--- config.mk ---
export PLATFORM = sky130hd
export DESIGN_NAME = issue_mem_arbiter_flat
export DESIGN_NICKNAME = d
export VERILOG_FILES = /design/src/rtl/issue_mem_pkg.sv /design/src/rtl/issue_mem_arbiter_if.sv /design/src/rtl/issue_mem_arbiter_rr_pick2.sv /design/src/rtl/issue_mem_arbiter.sv /design/src/flat_wrapper.sv
export SDC_FILE = /design/constraint.sdc
export NUM_CORES = 1
export LEC_CHECK = 0
export CAP_MARGIN = 20
export CORE_AREA = 3 3 166 168
export DETAILED_ROUTE_END_ITERATION = 12
export DIE_AREA = 0 0 169 171
export PLACE_DENSITY = 0.67
export SYNTH_ARGS = -nofsm -noshare
export SYNTH_HDL_FRONTEND = slang
export SYNTH_SLANG_ARGS = --single-unit
--- constraint.sdc ---
create_clock -name clk -period 15.4 [get_ports clk]
set_clock_uncertainty 0.2 [all_clocks]
set_input_delay 2.31 -clock clk [delete_from_list [all_inputs] [get_ports clk]]
set_output_delay 2.31 -clock clk [all_outputs]
set_load 0.01 [all_outputs]
--- src/rtl/issue_mem_pkg.sv ---
// Shared constants and helpers for the issue memory arbiter slice.
package issue_mem_pkg;
    localparam int MEM_ADDR_W = 16;
    localparam int MEM_DATA_W = 18;
    localparam int MEM_DEPTH  = 61440;

    // Round-robin pointer width; a single requester still needs one bit.
    function automatic int ptr_w(input int n);
        return (n > 1) ? $clog2(n) : 1;
    endfunction
endpackage

--- src/rtl/issue_mem_arbiter_if.sv ---
// Requester and memory-side bus of the issue memory arbiter.
interface issue_mem_arbiter_if #(
    parameter int NUM_REQ = 4,
    parameter int ADDR_W  = 16,
    parameter int DATA_W  = 18
);
    logic [NUM_REQ-1:0]        rd_req_valid;
    logic [NUM_REQ*ADDR_W-1:0] rd_req_addr;
    logic [NUM_REQ-1:0]        rd_req_ready;
    logic [NUM_REQ-1:0]        rd_resp_valid;
    logic [NUM_REQ*DATA_W-1:0] rd_resp_data;
    logic [NUM_REQ-1:0]        wr_req_valid;
    logic [NUM_REQ*ADDR_W-1:0] wr_req_addr;
    logic [NUM_REQ*DATA_W-1:0] wr_req_data;
    logic [NUM_REQ-1:0]        wr_req_ready;
    logic [ADDR_W-1:0]         mem_read_addr_a, mem_read_addr_b;
    logic [DATA_W-1:0]         mem_read_data_a, mem_read_data_b;
    logic [ADDR_W-1:0]         mem_write_addr_a, mem_write_addr_b;
    logic [DATA_W-1:0]         mem_write_data_a, mem_write_data_b;
    logic                      mem_write_en_a, mem_write_en_b;
    logic                      range_err;

    modport slave (
        input  rd_req_valid, rd_req_addr, wr_req_valid, wr_req_addr, wr_req_data,
        input  mem_read_data_a, mem_read_data_b,
        output rd_req_ready, rd_resp_valid, rd_resp_data, wr_req_ready,
        output mem_read_addr_a, mem_read_addr_b,
        output mem_write_addr_a, mem_write_addr_b, mem_write_data_a, mem_write_data_b,
        output mem_write_en_a, mem_write_en_b, range_err
    );

    modport master (
        output rd_req_valid, rd_req_addr, wr_req_valid, wr_req_addr, wr_req_data,
        output mem_read_data_a, mem_read_data_b,
        input  rd_req_ready, rd_resp_valid, rd_resp_data, wr_req_ready,
        input  mem_read_addr_a, mem_read_addr_b,
        input  mem_write_addr_a, mem_write_addr_b, mem_write_data_a, mem_write_data_b,
        input  mem_write_en_a, mem_write_en_b, range_err
    );
endinterface

--- src/rtl/issue_mem_arbiter_rr_pick2.sv ---
// Picks the first and second valid requesters scanning upward from ptr, modulo N.
module rr_pick2
    import issue_mem_pkg::*;
#(
    parameter int N  = 4,
    parameter int PW = ptr_w(N)
) (
    input  logic [N-1:0]  valid,
    input  logic [PW-1:0] ptr,
    output logic          first_vld,
    output logic [PW-1:0] first_idx,
    output logic [N-1:0]  first_oh,
    output logic          second_vld,
    output logic [PW-1:0] second_idx,
    output logic [N-1:0]  second_oh
);
    always_comb begin
        int idx;
        first_vld  = 1'b0;
        first_idx  = '0;
        first_oh   = '0;
        second_vld = 1'b0;
        second_idx = '0;
        second_oh  = '0;
        idx        = 0;
        for (int k = 0; k < N; k++) begin
            idx = int'(ptr) + k;
            if (idx >= N) idx = idx - N;
            if (valid[idx[PW-1:0]]) begin
                if (!first_vld) begin
                    first_vld              = 1'b1;
                    first_idx              = idx[PW-1:0];
                    first_oh[idx[PW-1:0]]  = 1'b1;
                end else if (!second_vld) begin
                    second_vld             = 1'b1;
                    second_idx             = idx[PW-1:0];
                    second_oh[idx[PW-1:0]] = 1'b1;
                end
            end
        end
    end
endmodule

--- src/rtl/issue_mem_arbiter.sv ---
// Round-robin arbiter sharing the issue memory's two read and two write ports.
// Define ISSUE_ARB_BYPASS_EN for write-first forwarding on same-cycle read/write.
module issue_mem_arbiter
    import issue_mem_pkg::*;
#(
    parameter int NUM_REQ = 4,
    parameter int ADDR_W  = MEM_ADDR_W,
    parameter int DATA_W  = MEM_DATA_W,
    parameter int DEPTH   = MEM_DEPTH
) (
    input logic                clk,
    input logic                rst_n,
    issue_mem_arbiter_if.slave bus
);
    localparam int              PW      = ptr_w(NUM_REQ);
    localparam logic [ADDR_W:0] DEPTH_V = DEPTH[ADDR_W:0];

    function automatic logic in_range(input logic [ADDR_W-1:0] a);
        return {1'b0, a} < DEPTH_V;
    endfunction

    function automatic logic [PW-1:0] ptr_inc(input logic [PW-1:0] p);
        return (int'(p) == NUM_REQ - 1) ? '0 : p + 1'b1;
    endfunction

    logic [PW-1:0]      rd_ptr, wr_ptr;
    logic               rd_a_vld, rd_b_vld, wr_a_vld, wr_b_vld;
    logic [PW-1:0]      rd_a_idx, rd_b_idx, wr_a_idx, wr_b_idx;
    logic [NUM_REQ-1:0] rd_a_oh, rd_b_oh, wr_a_oh, wr_b_oh;

    rr_pick2 #(.N(NUM_REQ), .PW(PW)) u_rd_pick (
        .valid(bus.rd_req_valid), .ptr(rd_ptr),
        .first_vld(rd_a_vld), .first_idx(rd_a_idx), .first_oh(rd_a_oh),
        .second_vld(rd_b_vld), .second_idx(rd_b_idx), .second_oh(rd_b_oh)
    );

    rr_pick2 #(.N(NUM_REQ), .PW(PW)) u_wr_pick (
        .valid(bus.wr_req_valid), .ptr(wr_ptr),
        .first_vld(wr_a_vld), .first_idx(wr_a_idx), .first_oh(wr_a_oh),
        .second_vld(wr_b_vld), .second_idx(wr_b_idx), .second_oh(wr_b_oh)
    );

    logic [ADDR_W-1:0] rd_a_addr, rd_b_addr, wr_a_addr, wr_b_addr;
    logic [DATA_W-1:0] wr_a_data, wr_b_data;
    logic              wr_b_go, wr_a_en, wr_b_en, err_now;

    assign rd_a_addr = bus.rd_req_addr[rd_a_idx*ADDR_W +: ADDR_W];
    assign rd_b_addr = bus.rd_req_addr[rd_b_idx*ADDR_W +: ADDR_W];
    assign wr_a_addr = bus.wr_req_addr[wr_a_idx*ADDR_W +: ADDR_W];
    assign wr_b_addr = bus.wr_req_addr[wr_b_idx*ADDR_W +: ADDR_W];
    assign wr_a_data = bus.wr_req_data[wr_a_idx*DATA_W +: DATA_W];
    assign wr_b_data = bus.wr_req_data[wr_b_idx*DATA_W +: DATA_W];

    // Two writes to one address would race in the memory; the second one waits.
    assign wr_b_go = wr_b_vld && (wr_b_addr != wr_a_addr);
    assign wr_a_en = rst_n && wr_a_vld && in_range(wr_a_addr);
    assign wr_b_en = rst_n && wr_b_go && in_range(wr_b_addr);
    assign err_now = (rd_a_vld && !in_range(rd_a_addr)) || (rd_b_vld && !in_range(rd_b_addr)) ||
                     (wr_a_vld && !in_range(wr_a_addr)) || (wr_b_go && !in_range(wr_b_addr));

    assign bus.rd_req_ready     = rst_n ? (rd_a_oh | rd_b_oh) : '0;
    assign bus.wr_req_ready     = rst_n ? (wr_a_oh | (wr_b_go ? wr_b_oh : '0)) : '0;
    assign bus.mem_read_addr_a  = rd_a_vld ? rd_a_addr : '0;
    assign bus.mem_read_addr_b  = rd_b_vld ? rd_b_addr : '0;
    assign bus.mem_write_addr_a = wr_a_vld ? wr_a_addr : '0;
    assign bus.mem_write_data_a = wr_a_vld ? wr_a_data : '0;
    assign bus.mem_write_addr_b = wr_b_go ? wr_b_addr : '0;
    assign bus.mem_write_data_b = wr_b_go ? wr_b_data : '0;
    assign bus.mem_write_en_a   = wr_a_en;
    assign bus.mem_write_en_b   = wr_b_en;

    logic          resp_vld_a, resp_vld_b, resp_oor_a, resp_oor_b, range_err;
    logic [PW-1:0] resp_tag_a, resp_tag_b;

    always_ff @(posedge clk or negedge rst_n) begin
        if (!rst_n) begin
            rd_ptr     <= '0;
            wr_ptr     <= '0;
            resp_vld_a <= 1'b0;
            resp_vld_b <= 1'b0;
            resp_oor_a <= 1'b0;
            resp_oor_b <= 1'b0;
            resp_tag_a <= '0;
            resp_tag_b <= '0;
            range_err  <= 1'b0;
        end else begin
            if (rd_b_vld)      rd_ptr <= ptr_inc(rd_b_idx);
            else if (rd_a_vld) rd_ptr <= ptr_inc(rd_a_idx);
            if (wr_b_go)       wr_ptr <= ptr_inc(wr_b_idx);
            else if (wr_a_vld) wr_ptr <= ptr_inc(wr_a_idx);
            resp_vld_a <= rd_a_vld;
            resp_vld_b <= rd_b_vld;
            resp_oor_a <= !in_range(rd_a_addr);
            resp_oor_b <= !in_range(rd_b_addr);
            resp_tag_a <= rd_a_idx;
            resp_tag_b <= rd_b_idx;
            if (err_now) range_err <= 1'b1;
        end
    end

    assign bus.range_err = range_err;

    logic [DATA_W-1:0] port_data_a, port_data_b;

`ifdef ISSUE_ARB_BYPASS_EN
    logic              byp_a, byp_b;
    logic [DATA_W-1:0] byp_data_a, byp_data_b;

    // Port-a write wins when both write ports hit the read address.
    always_ff @(posedge clk or negedge rst_n) begin
        if (!rst_n) begin
            byp_a      <= 1'b0;
            byp_b      <= 1'b0;
            byp_data_a <= '0;
            byp_data_b <= '0;
        end else begin
            byp_a <= rd_a_vld && ((wr_a_en && wr_a_addr == rd_a_addr) ||
                                  (wr_b_en && wr_b_addr == rd_a_addr));
            byp_b <= rd_b_vld && ((wr_a_en && wr_a_addr == rd_b_addr) ||
                                  (wr_b_en && wr_b_addr == rd_b_addr));
            byp_data_a <= (wr_a_en && wr_a_addr == rd_a_addr) ? wr_a_data : wr_b_data;
            byp_data_b <= (wr_a_en && wr_a_addr == rd_b_addr) ? wr_a_data : wr_b_data;
        end
    end

    assign port_data_a = resp_oor_a ? '0 : (byp_a ? byp_data_a : bus.mem_read_data_a);
    assign port_data_b = resp_oor_b ? '0 : (byp_b ? byp_data_b : bus.mem_read_data_b);
`else
    assign port_data_a = resp_oor_a ? '0 : bus.mem_read_data_a;
    assign port_data_b = resp_oor_b ? '0 : bus.mem_read_data_b;
`endif

    logic [NUM_REQ-1:0]        resp_valid;
    logic [NUM_REQ*DATA_W-1:0] resp_data;

    always_comb begin
        resp_valid = '0;
        resp_data  = '0;
        if (resp_vld_a) begin
            resp_valid[resp_tag_a]                = 1'b1;
            resp_data[resp_tag_a*DATA_W +: DATA_W] = port_data_a;
        end
        if (resp_vld_b) begin
            resp_valid[resp_tag_b]                = 1'b1;
            resp_data[resp_tag_b*DATA_W +: DATA_W] = port_data_b;
        end
    end

    assign bus.rd_resp_valid = rst_n ? resp_valid : '0;
    assign bus.rd_resp_data  = resp_data;
endmodule
--- src/flat_wrapper.sv ---
// flat-port wrapper written by rule: the top's interface ports become plain ports
module issue_mem_arbiter_flat import issue_mem_pkg::*;
#(
    parameter int NUM_REQ = 4,
    parameter int ADDR_W  = MEM_ADDR_W,
    parameter int DATA_W  = MEM_DATA_W,
    parameter int DEPTH   = MEM_DEPTH
)
  (clk, rst_n, bus_rd_req_valid, bus_rd_req_addr, bus_wr_req_valid, bus_wr_req_addr, bus_wr_req_data, bus_mem_read_data_a, bus_mem_read_data_b, bus_rd_req_ready, bus_rd_resp_valid, bus_rd_resp_data, bus_wr_req_ready, bus_mem_read_addr_a, bus_mem_read_addr_b, bus_mem_write_addr_a, bus_mem_write_addr_b, bus_mem_write_data_a, bus_mem_write_data_b, bus_mem_write_en_a, bus_mem_write_en_b, bus_range_err);
  issue_mem_arbiter_if #(.NUM_REQ(NUM_REQ), .ADDR_W(ADDR_W), .DATA_W(DATA_W)) bus_i ();
  input logic clk;
  input logic rst_n;
  input wire logic [$bits(bus_i.rd_req_valid)-1:0] bus_rd_req_valid;
  input wire logic [$bits(bus_i.rd_req_addr)-1:0] bus_rd_req_addr;
  input wire logic [$bits(bus_i.wr_req_valid)-1:0] bus_wr_req_valid;
  input wire logic [$bits(bus_i.wr_req_addr)-1:0] bus_wr_req_addr;
  input wire logic [$bits(bus_i.wr_req_data)-1:0] bus_wr_req_data;
  input wire logic [$bits(bus_i.mem_read_data_a)-1:0] bus_mem_read_data_a;
  input wire logic [$bits(bus_i.mem_read_data_b)-1:0] bus_mem_read_data_b;
  output wire logic [$bits(bus_i.rd_req_ready)-1:0] bus_rd_req_ready;
  output wire logic [$bits(bus_i.rd_resp_valid)-1:0] bus_rd_resp_valid;
  output wire logic [$bits(bus_i.rd_resp_data)-1:0] bus_rd_resp_data;
  output wire logic [$bits(bus_i.wr_req_ready)-1:0] bus_wr_req_ready;
  output wire logic [$bits(bus_i.mem_read_addr_a)-1:0] bus_mem_read_addr_a;
  output wire logic [$bits(bus_i.mem_read_addr_b)-1:0] bus_mem_read_addr_b;
  output wire logic [$bits(bus_i.mem_write_addr_a)-1:0] bus_mem_write_addr_a;
  output wire logic [$bits(bus_i.mem_write_addr_b)-1:0] bus_mem_write_addr_b;
  output wire logic [$bits(bus_i.mem_write_data_a)-1:0] bus_mem_write_data_a;
  output wire logic [$bits(bus_i.mem_write_data_b)-1:0] bus_mem_write_data_b;
  output wire logic [$bits(bus_i.mem_write_en_a)-1:0] bus_mem_write_en_a;
  output wire logic [$bits(bus_i.mem_write_en_b)-1:0] bus_mem_write_en_b;
  output wire logic [$bits(bus_i.range_err)-1:0] bus_range_err;
  assign bus_i.rd_req_valid = bus_rd_req_valid;
  assign bus_i.rd_req_addr = bus_rd_req_addr;
  assign bus_i.wr_req_valid = bus_wr_req_valid;
  assign bus_i.wr_req_addr = bus_wr_req_addr;
  assign bus_i.wr_req_data = bus_wr_req_data;
  assign bus_i.mem_read_data_a = bus_mem_read_data_a;
  assign bus_i.mem_read_data_b = bus_mem_read_data_b;
  assign bus_rd_req_ready = bus_i.rd_req_ready;
  assign bus_rd_resp_valid = bus_i.rd_resp_valid;
  assign bus_rd_resp_data = bus_i.rd_resp_data;
  assign bus_wr_req_ready = bus_i.wr_req_ready;
  assign bus_mem_read_addr_a = bus_i.mem_read_addr_a;
  assign bus_mem_read_addr_b = bus_i.mem_read_addr_b;
  assign bus_mem_write_addr_a = bus_i.mem_write_addr_a;
  assign bus_mem_write_addr_b = bus_i.mem_write_addr_b;
  assign bus_mem_write_data_a = bus_i.mem_write_data_a;
  assign bus_mem_write_data_b = bus_i.mem_write_data_b;
  assign bus_mem_write_en_a = bus_i.mem_write_en_a;
  assign bus_mem_write_en_b = bus_i.mem_write_en_b;
  assign bus_range_err = bus_i.range_err;
  issue_mem_arbiter #(.NUM_REQ(NUM_REQ), .ADDR_W(ADDR_W), .DATA_W(DATA_W), .DEPTH(DEPTH)) u_core (.clk(clk), .rst_n(rst_n), .bus(bus_i));
endmodule
==> load_flow_metrics.sql, run 1 <==
INSERT INTO impl_metrics (metric_group, metric, value, unit) VALUES
('run_status', 'run_status', 'completed', ''),
('clock_tree', 'clock_insertion_delay_worst_skew', '240', 'ps'),
('yosys', 'synthMuxAreaShare', '26.8', '%'),
('setup_path', 'cpPeakStageDelay', '810', 'ps'),
('yosys', 'syn_nets', '1467', ''),
('yosys', 'ys_ff_latch', '13', ''),
('power', 'ir_drop', '0.169', 'mV'),
('sta', 'period_needed', '10440', 'ps'),
('place', 'hpwl', '36500', 'um'),
('clock_tree', 'cts_tree', 'yes', ''),
('routing', 'drc_markers', '0', ''),
('yosys', 'synth-async-reset-ratio', '100', '%'),
('power', 'p_leak', '4.92', 'nW'),
('yosys', 'synth.yosys.warnings', '0', ''),
('setup_path', 'reg2reg_depth', '15', ''),
('hold_path', 'hold_path_depth', '2', ''),
('sta', 'finalHoldViolations', '0', ''),
('floorplan', 'horiz_die_dim', '169', 'um'),
('clock_tree', 'maximum_number_of_buffers_from_clock_root_to_sink', '2', ''),
('clock_tree', 'numClockSinks', '13', ''),
('hold_path', 'hold_path.startpoint', 'u_core.bus.range_err$_DFFE_PN0P_', ''),
('cells_and_area', 'layout-drive-gt1-share', '8.87', '%'),
('clock_tree', 'cts_buffers', '3', ''),
('yosys', 'post_synthesis_share_of_cell_area_spent_on_full_adders_half_adders_and_majority_gates', '3.92', '%'),
('clock_tree', 'cts_root_buf', 'sky130_fd_sc_hd__clkbuf_16', ''),
('clock_tree', 'cts.htree.levels', '1', ''),
('setup_path', 'worstPathBufferInverterCount', '5', ''),
('routing', 'drt-vias-per-instance', '5.96', ''),
('yosys', 'post_synth_xor_area_fraction', '0.425', '%'),
('setup_path', 'timing.rr.end', 'u_core.wr_ptr[1]$_DFFE_PN0P_', ''),
('yosys', 'synthesis.area', '8240', 'um2'),
('global_route', 'number_of_antenna_violations_at_the_first_check_in_global_routing', '2', ''),
('routing', 'ant_nets', '0', ''),
('floorplan', 'std_cell_rows', '59', ''),
('place', 'final_weighted_congestion_in_routability_driven_placement', '1.01', ''),
('clock_tree', 'ctsResizeCount', '0', ''),
('global_route', 'grt_pass1_wl', '67000', 'um'),
('clock_tree', 'clk_transition_reported_paths', '40', 'ps'),
('yosys', 'synth_enable_flop_cells', '0', ''),
('global_route', 'grt_start_max_net_pins', '69', ''),
('hold_path', 'worst_hold_path.endpoint', 'u_core.bus.range_err$_DFFE_PN0P_', ''),
('setup_path', 'crit_path_cell_trace', 'clkdlybuf4s50_1 -> mux4_2 -> ha_1 -> nand2_1 -> o21ai_0 -> and3b_2 -> buf_4 -> mux4_1 -> inv_1 -> and3_1 -> nor4_1 -> and4_1 -> a21oi_2 -> buf_4 -> and3_1 -> clkdlybuf4s50_1', ''),
('setup_path', 'reg2reg_setup_slack', '9160', 'ps'),
('yosys', 'syn_inst', '1196', ''),
('yosys', 'postSynthAreaPerCell', '6.89', 'um2'),
('setup_path', 'r2r_start', 'u_core.wr_ptr[0]$_DFFE_PN0P_', ''),
('yosys', 'ys_seq_area_share', '3.95', '%'),
('yosys', 'ys_types', '66', ''),
('cells_and_area', 'insertedDiodeCount', '0', ''),
('sta', 'setup_tns', '0', 'ps'),
('routing', 'detail_route.wirelength', '45500', 'um'),
('floorplan', 'chipHeight', '171', 'um'),
('cells_and_area', 'finish.net_count', '1817', ''),
('sta', 'final_min_period_over_clock_period', '67.8', '%'),
('routing', 'number_of_detailed_routing_iterations_run_before_antenna_repair', '5', ''),
('setup_path', 'slowest_stage', 'sky130_fd_sc_hd__mux4_2', ''),
('routing', 'route.detailed.wl_per_inst', '24.2', 'um'),
('yosys', 'synth_top_family_by_area', 'simple AND/OR/NAND/NOR gates', ''),
('setup_path', 'timing.critical_path.to_type', 'output port', ''),
('routing', 'drt_iter0_drc', '1198', ''),
('floorplan', 'initial_utilization', '31.6', '%'),
('sta', 'fmax', '95.8', 'MHz'),
('sta', 'finalSetupViolations', '0', ''),
('clock_tree', 'hold_buffers_post_cts', '0', ''),
('cells_and_area', 'synthToLayoutAreaGrowth', '55.6', '%'),
('sta', 'timing.slew.headroom', '31.3', '%'),
('hold_path', 'hold_path_class', 'reg2reg', ''),
('setup_path', 'cpLargestDelayFamily', 'buffers and inverters', ''),
('cells_and_area', 'final_design_area_no_fill', '12800', 'um2'),
('yosys', 'synth_top_flop_cell', 'sky130_fd_sc_hd__dfrtp_1', ''),
('setup_path', 'worst_ep_arrival_time', '7930', 'ps');
worst max path at each step:
stage | slack (ps) | from | end | cells after the start
2_1_floorplan | 7230 | bus_wr_req_valid[2] | bus_mem_write_data_b[10] | 18
3_3_place_gp | 5060 | bus_wr_req_valid[3] | bus_mem_write_addr_b[10] | 13
3_5_place_dp | 4960 | bus_wr_req_valid[3] | bus_mem_write_addr_b[10] | 13
4_1_cts | 4930 | bus_wr_req_valid[3] | bus_mem_write_addr_b[10] | 13
5_1_grt | 4560 | bus_wr_req_valid[3] | bus_mem_write_data_b[7] | 16
6_report | 4960 | bus_wr_req_valid[3] | bus_mem_write_en_b | 16
through the flow:
| step | power [W] | setup WS [ps] | std cells |
|---|---|---|---|
| 2_1_floorplan | 0.00247 | 7230 | 1196 |
| 3_3_place_gp | 0.00398 | 5060 | 1874 |
| 3_5_place_dp | 0.00398 | 4960 | 1874 |
| 4_1_cts | 0.00405 | 4930 | 1878 |
| 5_1_grt | 0.00440 | 4560 | 1880 |
| 6_report | 0.00410 | 4960 | 1880 |
cell type report:
class	instances	area, um2
inverter	65	244
fill	2598	13200
clock buffer	4	78.8
multi-input combinational	1010	7230
sequential	13	325
tap	335	419
timing repair buffer	453	4520
metal layers:
layer | share of wire (%) | wire length, um | vias to the layer above | track usage [%]
li1 | - | - | 5161 | -
met1 | 38 | 17300 | 5299 | 35.2
met2 | 49 | 22500 | 647 | 52.6
met3 | 9.1 | 4150 | 96 | 6.35
met4 | 3.5 | 1590 | 4 | 9.81
met5 | 0.059 | 27 | - | 0
state kept, by name (all words and copies together) (netlist names):
register and cells:
u_core.bus.range_err 1, u_core.resp_tag_a 2, u_core.resp_oor_b 1, u_core.rd_ptr 2
u_core.wr_ptr 2, u_core.resp_vld_b 1, u_core.resp_vld_a 1, u_core.resp_oor_a 1
u_core.resp_tag_b 2
cell usage after synthesis (10+ instances only):
cell / instances / area [um2]
sky130_fd_sc_hd__nand2_1: 172 / 646
sky130_fd_sc_hd__nor2_1: 97 / 364
sky130_fd_sc_hd__o22ai_1: 79 / 494
sky130_fd_sc_hd__clkbuf_1: 77 / 289
sky130_fd_sc_hd__o21ai_0: 74 / 370
sky130_fd_sc_hd__inv_1: 61 / 229
sky130_fd_sc_hd__mux4_2: 60 / 1350
sky130_fd_sc_hd__nand3_1: 59 / 295
sky130_fd_sc_hd__and3_1: 53 / 332
sky130_fd_sc_hd__and2_1: 52 / 325
sky130_fd_sc_hd__a21oi_1: 46 / 230
sky130_fd_sc_hd__o211ai_1: 42 / 315
sky130_fd_sc_hd__mux2i_1: 40 / 400
sky130_fd_sc_hd__mux2_2: 31 / 349
sky130_fd_sc_hd__ha_1: 25 / 313
sky130_fd_sc_hd__a22oi_1: 24 / 180
sky130_fd_sc_hd__a31oi_1: 17 / 106
sky130_fd_sc_hd__buf_2: 16 / 80.1
sky130_fd_sc_hd__dfrtp_1: 13 / 325
sky130_fd_sc_hd__nor2b_1: 12 / 75.1
sky130_fd_sc_hd__a21boi_0: 10 / 75.1
sky130_fd_sc_hd__nor3_1: 10 / 50.1
sky130_fd_sc_hd__nor4_1: 10 / 62.6
logic make-up (layout without fill, tap and decap cells):
| group | Yosys count | count (layout) |
|---|---|---|
| and+or+nand+nor | 515 | 515 |
| muxes | 135 | 135 |
| buffers and inverters | 173 | 522 |
| AOI/OAI and AO/OA | 330 | 330 |
| DFF | 13 | 13 |
| xor gates and xnor gates | 4 | 4 |
| adders and majority gates | 26 | 26 |
power by group:
part           total [W]  internal (W)  switching [W]
registers      0.0000928     0.0000513      0.0000415
logic            0.00396       0.00184        0.00212
clock network  0.0000491     0.0000349      0.0000142
worst min-delay path, cell delays in order, from the launching register on:
cell and delay [ps]:
sky130_fd_sc_hd__dfrtp_1 340, sky130_fd_sc_hd__a21oi_1 50, sky130_fd_sc_hd__nand3b_1 70
Power figures use the tool's default switching activity.
==> inputs of run 2 (changes only) <==
- CORE_AREA: 3 3 166 168 -> 3 3 165 167
- DIE_AREA: 0 0 169 171 -> 0 0 168 170
- PLACE_DENSITY: 0.67 -> 0.7
- clock period: 15.4 -> 9 ns (I/O delays scaled with it)
==> load_flow_metrics.sql, run 2 (synthesis results as in run 1) <==
INSERT INTO impl_metrics (metric_group, metric, value, unit) VALUES
('sta', 'layout_setup_ws', '776', 'ps'),
('setup_path', 'timing.critical_path.from_type', 'input port', ''),
('floorplan', 'initial_utilization', '31.8', '%'),
('power', 'seq_power_share', '2.0', '%'),
('clock_tree', 'clock_insertion_delay_worst_skew', '240', 'ps'),
('floorplan', 'floorplan.io_pins', '433', ''),
('cells_and_area', 'final_design_area_no_fill', '12900', 'um2'),
('sta', 'timing.slew.headroom', '40.6', '%'),
('sta', 'whs', '317', 'ps'),
('floorplan', 'std_cell_rows', '59', ''),
('floorplan', 'floorplan.die_area', '28600', 'um2'),
('cells_and_area', 'multiInputGateArea', '7230', 'um2'),
('global_route', 'number_of_antenna_violations_at_the_first_check_in_global_routing', '3', ''),
('cells_and_area', 'synthToLayoutAreaGrowth', '56.9', '%'),
('clock_tree', 'cts_tree', 'yes', ''),
('power', 'share_of_power_burned_in_the_clock_network', '1.2', '%'),
('setup_path', 'worst_ep_arrival_time', '6670', 'ps'),
('setup_path', 'worst_setup_path_startpoint', 'bus_wr_req_valid[0]', ''),
('routing', 'detail_route.wirelength', '45300', 'um'),
('setup_path', 'worst-endpoint-required', '7450', 'ps'),
('global_route', 'groute.usage.overall', '29.3', '%'),
('setup_path', 'r2r_start', 'u_core.wr_ptr[1]$_DFFE_PN0P_', ''),
('power', 'power.internal', '0.00335', 'W'),
('floorplan', 'horiz_die_dim', '168', 'um'),
('routing', 'met3_wirelength', '4580', 'um'),
('cells_and_area', 'number_of_filler_instances_in_the_final_layout', '2544', ''),
('power', 'switching_power', '0.00380', 'W'),
('routing', 'drc_markers', '0', ''),
('setup_path', 'reg2reg_setup_slack', '3380', 'ps'),
('clock_tree', 'ctsResizeCount', '0', ''),
('clock_tree', 'hold_buffers_post_cts', '0', ''),
('routing', 'drt_iter0_drc', '1006', ''),
('cells_and_area', 'leading_cell_types_in_the_layout_fill_and_taps_excluded', '432 x sky130_fd_sc_hd__clkdlybuf4s50_1, 172 x sky130_fd_sc_hd__nand2_1, 96 x sky130_fd_sc_hd__nor2_1, 79 x sky130_fd_sc_hd__o22ai_1, 73 x sky130_fd_sc_hd__o21ai_0', ''),
('setup_path', 'critical_path_class', 'in2out', ''),
('place', 'dpl-instance-area', '12800', 'um2'),
('place', 'dp_slack', '829', 'ps'),
('sta', 'finalHoldViolations', '0', ''),
('place', 'numPlacedInstances', '1885', ''),
('place', 'port-buffer-count', '432', ''),
('routing', 'wirelength_met1', '17300', 'um'),
('sta', 'setup_tns', '0', 'ps'),
('setup_path', 'critPathMaxFanout', '25', ''),
('sta', 'final_min_period_over_clock_period', '91.4', '%'),
('clock_tree', 'cts_post_setup_buffers_inserted', '0', ''),
('sta', 'period_needed', '8220', 'ps'),
('clock_tree', 'numClockSinks', '13', ''),
('power', 'p_sw_share', '53.2', '%'),
('routing', 'top_layer', 'met5', ''),
('setup_path', 'reg2reg_depth', '14', ''),
('sta', 'finalSetupViolations', '0', ''),
('clock_tree', 'cts_root_buf', 'sky130_fd_sc_hd__clkbuf_16', ''),
('global_route', 'grt_pass1_wl', '66300', 'um'),
('cells_and_area', 'layout-drive-gt1-share', '9.58', '%'),
('floorplan', 'design.core.area', '25900', 'um2'),
('clock_tree', 'cts.htree.levels', '1', ''),
('routing', 'number_of_detailed_routing_iterations_run_before_antenna_repair', '5', ''),
('clock_tree', 'cts_buffers', '3', ''),
('cells_and_area', 'finish.net_count', '1828', ''),
('clock_tree', 'clk_transition_reported_paths', '50', 'ps'),
('global_route', 'overflow', '0', ''),
('setup_path', 'timing.critical_path.to_type', 'output port', ''),
('routing', 'route.detailed.wl_per_inst', '24.0', 'um'),
('cells_and_area', 'final_cell_count_no_fill', '1892', ''),
('run', 'maxCapViolCount', '0', ''),
('routing', 'vias', '11400', ''),
('global_route', 'grt_start_max_net_pins', '39', ''),
('power', 'p_comb_share', '96.8', '%'),
('place', 'hpwl', '36700', 'um'),
('setup_path', 'timing.rr.end', 'u_core.bus.range_err$_DFFE_PN0P_', ''),
('power', 'ir_drop', '0.277', 'mV'),
('clock_tree', 'maximum_number_of_buffers_from_clock_root_to_sink', '2', ''),
('sta', 'fmax', '122', 'MHz'),
('global_route', 'vias_in_the_first_global_route', '10800', ''),
('cells_and_area', 'final_common_cell', 'sky130_fd_sc_hd__clkdlybuf4s50_1', ''),
('cells_and_area', 'regArea', '325', 'um2'),
('run_status', 'run_status', 'completed', ''),
('routing', 'ant_nets', '0', ''),
('setup_path', 'crit_path_end', 'bus_mem_write_data_b[0]', ''),
('sta', 'final-max-slew-violation-count', '0', ''),
('floorplan', 'chipHeight', '170', 'um'),
('sta', 'setup_repair_after_global_routing_missed_its_margin', 'no', ''),
('routing', 'drt-vias-per-instance', '6.02', ''),
('hold_path', 'hold_path_class', 'reg2reg', ''),
('place', 'final_weighted_congestion_in_routability_driven_placement', '0.993', ''),
('power', 'power_per_cell_area', '553', 'nW/um2'),
('power', 'p_leak', '4.98', 'nW'),
('sta', 'worstMarginPinSlew', '882', 'ps'),
('routing', 'wl_met2', '22100', 'um');
run 2: final cells by class:
| type | instances | share of cell area (%) |
|---|---|---|
| multi-input combinational | 1010 | 56.0 |
| timing repair buffer | 464 | 35.8 |
| tap | 335 | 3.24 |
| sequential | 13 | 2.52 |
| inverter | 65 | 1.89 |
| clock buffer | 3 | 0.581 |
| clock inverter | 1 | 0.0387 |
| antenna | 1 | 0.0194 |
run 2: layer usage:
| layer | GRT usage, % | vias up |
|---|---|---|
| met5 | 0 | - |
| met4 | 8.79 | 4 |
| met3 | 6.92 | 87 |
| met2 | 51.0 | 683 |
| met1 | 36.2 | 5428 |
| li1 | - | 5179 |
run 2: worst min path at each step:
stage	cells after the start	slack [ps]	end	startpoint
5_1_grt	2	340	u_core.bus.range_err$_DFFE_PN0P_	u_core.bus.range_err$_DFFE_PN0P_
3_5_place_dp	2	300	u_core.bus.range_err$_DFFE_PN0P_	u_core.bus.range_err$_DFFE_PN0P_
3_3_place_gp	2	280	u_core.bus.range_err$_DFFE_PN0P_	u_core.bus.range_err$_DFFE_PN0P_
4_1_cts	2	320	u_core.bus.range_err$_DFFE_PN0P_	u_core.bus.range_err$_DFFE_PN0P_
6_report	2	320	u_core.bus.range_err$_DFFE_PN0P_	u_core.bus.range_err$_DFFE_PN0P_
2_1_floorplan	2	320	u_core.bus.range_err$_DFFE_PN0P_	u_core.bus.range_err$_DFFE_PN0P_
run 2: critical path, cell delays in order:
cell	delay, ps
sky130_fd_sc_hd__clkdlybuf4s50_1	400
sky130_fd_sc_hd__buf_4	180
sky130_fd_sc_hd__mux4_2	670
sky130_fd_sc_hd__ha_1	350
sky130_fd_sc_hd__nand2_1	60
sky130_fd_sc_hd__o21ai_0	70
sky130_fd_sc_hd__and3b_2	670
sky130_fd_sc_hd__mux4_1	620
sky130_fd_sc_hd__inv_1	110
sky130_fd_sc_hd__and3_1	160
sky130_fd_sc_hd__nor4_1	70
sky130_fd_sc_hd__and4_1	220
sky130_fd_sc_hd__a21oi_2	570
sky130_fd_sc_hd__buf_4	370
sky130_fd_sc_hd__and3_1	220
sky130_fd_sc_hd__clkdlybuf4s50_1	540
run 2: metrics by stage:
stage / util, % / power, W
CTS: 49.7 / 0.00706
global route: 49.9 / 0.00764
detailed placement: 49.4 / 0.00693
floorplan: - / 0.00422
finish: 49.9 / 0.00715
global placement: 49.2 / 0.00689
run 2: power by group through the flow:
stage / Combinational (W) / Clock [W] / Sequential [W]
after floorplan: 0.00410 / 0 / 0.000115
after global placement: 0.00675 / 0 / 0.000140
after detailed placement: 0.00679 / 0 / 0.000142
after CTS: 0.00683 / 0.0000864 / 0.000141
after global routing: 0.00740 / 0.0000900 / 0.000148
final: 0.00693 / 0.0000844 / 0.000141
==> inputs of run 3 (changes only) <==
- ABC_AREA: default -> 1
- CORE_AREA: 3 3 165 167 -> 3 3 168 170
- DIE_AREA: 0 0 168 170 -> 0 0 171 173
- PLACE_DENSITY: 0.7 -> 0.73
- SKIP_CTS_REPAIR_TIMING: default -> 1
==> load_flow_metrics.sql, run 3 <==
INSERT INTO impl_metrics (metric_group, metric, value, unit) VALUES
('routing', 'detail_route.wirelength', '50100', 'um'),
('yosys', 'synth.yosys.warnings', '0', ''),
('yosys', 'synth-async-reset-ratio', '100', '%'),
('yosys', 'postSynthAreaPerCell', '5.07', 'um2'),
('routing', 'drt_iter0_drc', '1984', ''),
('clock_tree', 'cts_root_buf', 'sky130_fd_sc_hd__clkbuf_16', ''),
('cells_and_area', 'regArea', '325', 'um2'),
('clock_tree', 'clock_insertion_delay_worst_skew', '250', 'ps'),
('yosys', 'ys_seq_area_share', '3.50', '%'),
('cells_and_area', 'final_common_cell', 'sky130_fd_sc_hd__nand2_1', ''),
('setup_path', 'critPathMaxFanout', '73', ''),
('routing', 'route.detailed.wl_per_inst', '20.0', 'um'),
('cells_and_area', 'number_of_filler_instances_in_the_final_layout', '2847', ''),
('floorplan', 'floorplan.io_pins', '433', ''),
('routing', 'drt-vias-per-instance', '5.85', ''),
('sta', 'final-max-slew-violation-count', '0', ''),
('clock_tree', 'cts_tree', 'yes', ''),
('global_route', 'groute.usage.overall', '31.3', '%'),
('sta', 'setup_repair_after_global_routing_missed_its_margin', 'no', ''),
('setup_path', 'critical_path_class', 'in2out', ''),
('routing', 'ant_nets', '0', ''),
('sta', 'period_needed', '7650', 'ps'),
('yosys', 'ys_ff_latch', '13', ''),
('yosys', 'synth.most_common_cell', 'sky130_fd_sc_hd__nand2_1', ''),
('clock_tree', 'cts_buffers', '3', ''),
('setup_path', 'slowest_stage', 'sky130_fd_sc_hd__clkdlybuf4s50_1', ''),
('routing', 'number_of_detailed_routing_iterations_run_before_antenna_repair', '6', ''),
('place', 'port-buffer-count', '432', ''),
('cells_and_area', 'layout-drive-gt1-share', '4.66', '%'),
('clock_tree', 'cts.htree.levels', '1', ''),
('sta', 'setup_tns', '0', 'ps'),
('yosys', 'synthesis.area', '9310', 'um2'),
('clock_tree', 'clk_transition_reported_paths', '40', 'ps'),
('setup_path', 'worst_ep_arrival_time', '6100', 'ps'),
('yosys', 'synthDominantCellAreaShare', '19.3', '%'),
('sta', 'worstMarginPinSlew', '1040', 'ps'),
('yosys', 'synth.top_cells.by_area', 'sky130_fd_sc_hd__nand2_1 19%, sky130_fd_sc_hd__nand3_1 14%, sky130_fd_sc_hd__o21ai_0 12%, sky130_fd_sc_hd__inv_1 7.8%, sky130_fd_sc_hd__a21oi_1 5.1%', ''),
('floorplan', 'floorplan.die_area', '29600', 'um2'),
('floorplan', 'chipHeight', '173', 'um'),
('yosys', 'ys_types', '47', ''),
('setup_path', 'timing.critical_path.from_type', 'input port', ''),
('sta', 'final_min_period_over_clock_period', '85.0', '%'),
('clock_tree', 'maximum_number_of_buffers_from_clock_root_to_sink', '2', ''),
('sta', 'finalHoldViolations', '0', ''),
('place', 'final_weighted_congestion_in_routability_driven_placement', '1.05', ''),
('cells_and_area', 'finish.net_count', '2438', ''),
('setup_path', 'worst-endpoint-required', '7450', 'ps'),
('global_route', 'grt_pass1_wl', '74800', 'um'),
('run', 'maxCapViolCount', '0', ''),
('yosys', 'synth.largest_area_cell', 'sky130_fd_sc_hd__nand2_1', ''),
('yosys', 'synth_top_flop_cell', 'sky130_fd_sc_hd__dfrtp_1', ''),
('setup_path', 'critical-path-top-cell-by-count', 'sky130_fd_sc_hd__nand2_1', ''),
('global_route', 'grt_start_max_net_pins', '74', ''),
('yosys', 'syn_inst', '1837', ''),
('floorplan', 'std_cell_rows', '60', ''),
('cells_and_area', 'multiInputGateArea', '7560', 'um2'),
('sta', 'timing.slew.headroom', '30.8', '%'),
('global_route', 'number_of_antenna_violations_at_the_first_check_in_global_routing', '1', ''),
('sta', 'finalSetupViolations', '0', ''),
('run_status', 'run_status', 'completed', ''),
('yosys', 'syn_nets', '2108', ''),
('routing', 'vias', '14700', ''),
('cells_and_area', 'leading_cell_types_in_the_layout_fill_and_taps_excluded', '479 x sky130_fd_sc_hd__nand2_1, 432 x sky130_fd_sc_hd__clkdlybuf4s50_1, 260 x sky130_fd_sc_hd__nand3_1, 229 x sky130_fd_sc_hd__o21ai_0, 194 x sky130_fd_sc_hd__inv_1', ''),
('sta', 'fmax', '131', 'MHz'),
('global_route', 'overflow', '0', ''),
('place', 'hpwl', '39400', 'um'),
('cells_and_area', 'synthToLayoutAreaGrowth', '47.0', '%'),
('yosys', 'synth_enable_flop_cells', '0', ''),
('global_route', 'vias_in_the_first_global_route', '13100', ''),
('floorplan', 'initial_utilization', '34.6', '%'),
('routing', 'drc_markers', '0', ''),
('clock_tree', 'numClockSinks', '13', ''),
('setup_path', 'worstPathBufferInverterCount', '6', ''),
('floorplan', 'design.core.area', '26900', 'um2'),
('yosys', 'post_synth_most_frequent_cells', '479 x sky130_fd_sc_hd__nand2_1, 260 x sky130_fd_sc_hd__nand3_1, 229 x sky130_fd_sc_hd__o21ai_0', ''),
('hold_path', 'hold_path_class', 'reg2reg', ''),
('floorplan', 'horiz_die_dim', '171', 'um'),
('setup_path', 'cpPeakStageDelay', '610', 'ps'),
('setup_path', 'timing.critical_path.to_type', 'output port', ''),
('setup_path', 'cpLargestDelayFamily', 'simple AND/OR/NAND/NOR gates', '');
==> run 3: changes by cell type in the layout (fill, tap and decap cells not counted), moves of 28 or more <==
cell / before / now
sky130_fd_sc_hd__mux4_2: 60 / 0
sky130_fd_sc_hd__mux2_2: 31 / 0
sky130_fd_sc_hd__o22ai_1: 79 / 51
sky130_fd_sc_hd__a21oi_1: 45 / 94
sky130_fd_sc_hd__nor3_1: 10 / 53
sky130_fd_sc_hd__nand3_1: 59 / 260
sky130_fd_sc_hd__mux2i_1: 40 / 3
sky130_fd_sc_hd__nand2_1: 172 / 479
sky130_fd_sc_hd__o21ai_0: 73 / 229
sky130_fd_sc_hd__and2_1: 52 / 0
sky130_fd_sc_hd__inv_1: 61 / 194
sky130_fd_sc_hd__and3_1: 53 / 0
==> run 3: worst paths after layout <==
path,endpoint,slack (ps),cells after the start,startpoint
hold reg to reg,u_core.bus.range_err$_DFFE_PN0P_,450,4,u_core.bus.range_err$_DFFE_PN0P_
hold / removal,u_core.bus.range_err$_DFFE_PN0P_,450,4,u_core.bus.range_err$_DFFE_PN0P_
min in group asynchronous,u_core.resp_oor_a$_DFF_PN0_,1260,2,rst_n
setup reg to reg,u_core.wr_ptr[1]$_DFFE_PN0P_,3630,21,u_core.wr_ptr[0]$_DFFE_PN0P_
max in group asynchronous,u_core.wr_ptr[0]$_DFFE_PN0P_,7110,2,rst_n
setup / recovery,bus_mem_write_data_b[2],1350,26,bus_wr_req_valid[1]
==> run 3: worst reg2reg max path: stages, from the launching register on <==
cell and delay (ps):
sky130_fd_sc_hd__dfrtp_1 790, sky130_fd_sc_hd__inv_2 240, sky130_fd_sc_hd__ha_1 450, sky130_fd_sc_hd__inv_1 160, sky130_fd_sc_hd__nand3_1 140, sky130_fd_sc_hd__nand2_2 250, sky130_fd_sc_hd__nand2_4 130, sky130_fd_sc_hd__nand2_4 130
sky130_fd_sc_hd__nand4_4 440, sky130_fd_sc_hd__nand2_4 720, sky130_fd_sc_hd__nand2_1 120, sky130_fd_sc_hd__nand3_1 110, sky130_fd_sc_hd__nand2_1 160, sky130_fd_sc_hd__nand2_1 80, sky130_fd_sc_hd__nand2_1 50, sky130_fd_sc_hd__nor2_1 130
sky130_fd_sc_hd__nand2_1 90, sky130_fd_sc_hd__nor2_2 160, sky130_fd_sc_hd__nand2_4 110, sky130_fd_sc_hd__nand2_4 430, sky130_fd_sc_hd__nand2_1 100, sky130_fd_sc_hd__nand3_1 100
==> run 3: metal layers <==
metal,track usage [%],share of wire (%)
met1,42.2,41
met2,51.0,46
met3,3.84,9.0
met4,11.2,4.3
met5,0,0
==> run 3: cell families after synthesis <==
family	Yosys count	share of synthesized area [%]
simple gates	973	47.5
compound gates	477	30.0
buf+inv	346	15.3
fa+ha+maj	25	3.36
flops	13	3.50
mux	3	0.323
==> run 3: through the flow <==
stage	worst slack [ps]	std cells	instance area (um2)	hold WS [ps]	util, %
after floorplan	3680	1837	9310	373	-
after global placement	1550	2503	13600	432	50.6
after detailed placement	1490	2503	13600	437	50.6
after CTS	1460	2507	13700	451	50.9
after global routing	1020	2508	13700	514	50.9
final	1350	2508	13700	454	50.9
==> run 3: final cells by class <==
type | count | share of cell area [%]
multi-input combinational | 1478 | 55.2
timing repair buffer | 451 | 32.6
inverter | 220 | 6.05
tap | 341 | 3.12
sequential | 13 | 2.38
clock buffer | 4 | 0.576
antenna | 1 | 0.0183
Power of run 3 is left out: the tool's default activity adds up to more than one toggle a clock period on the data nets, which glitch-free logic cannot reach.
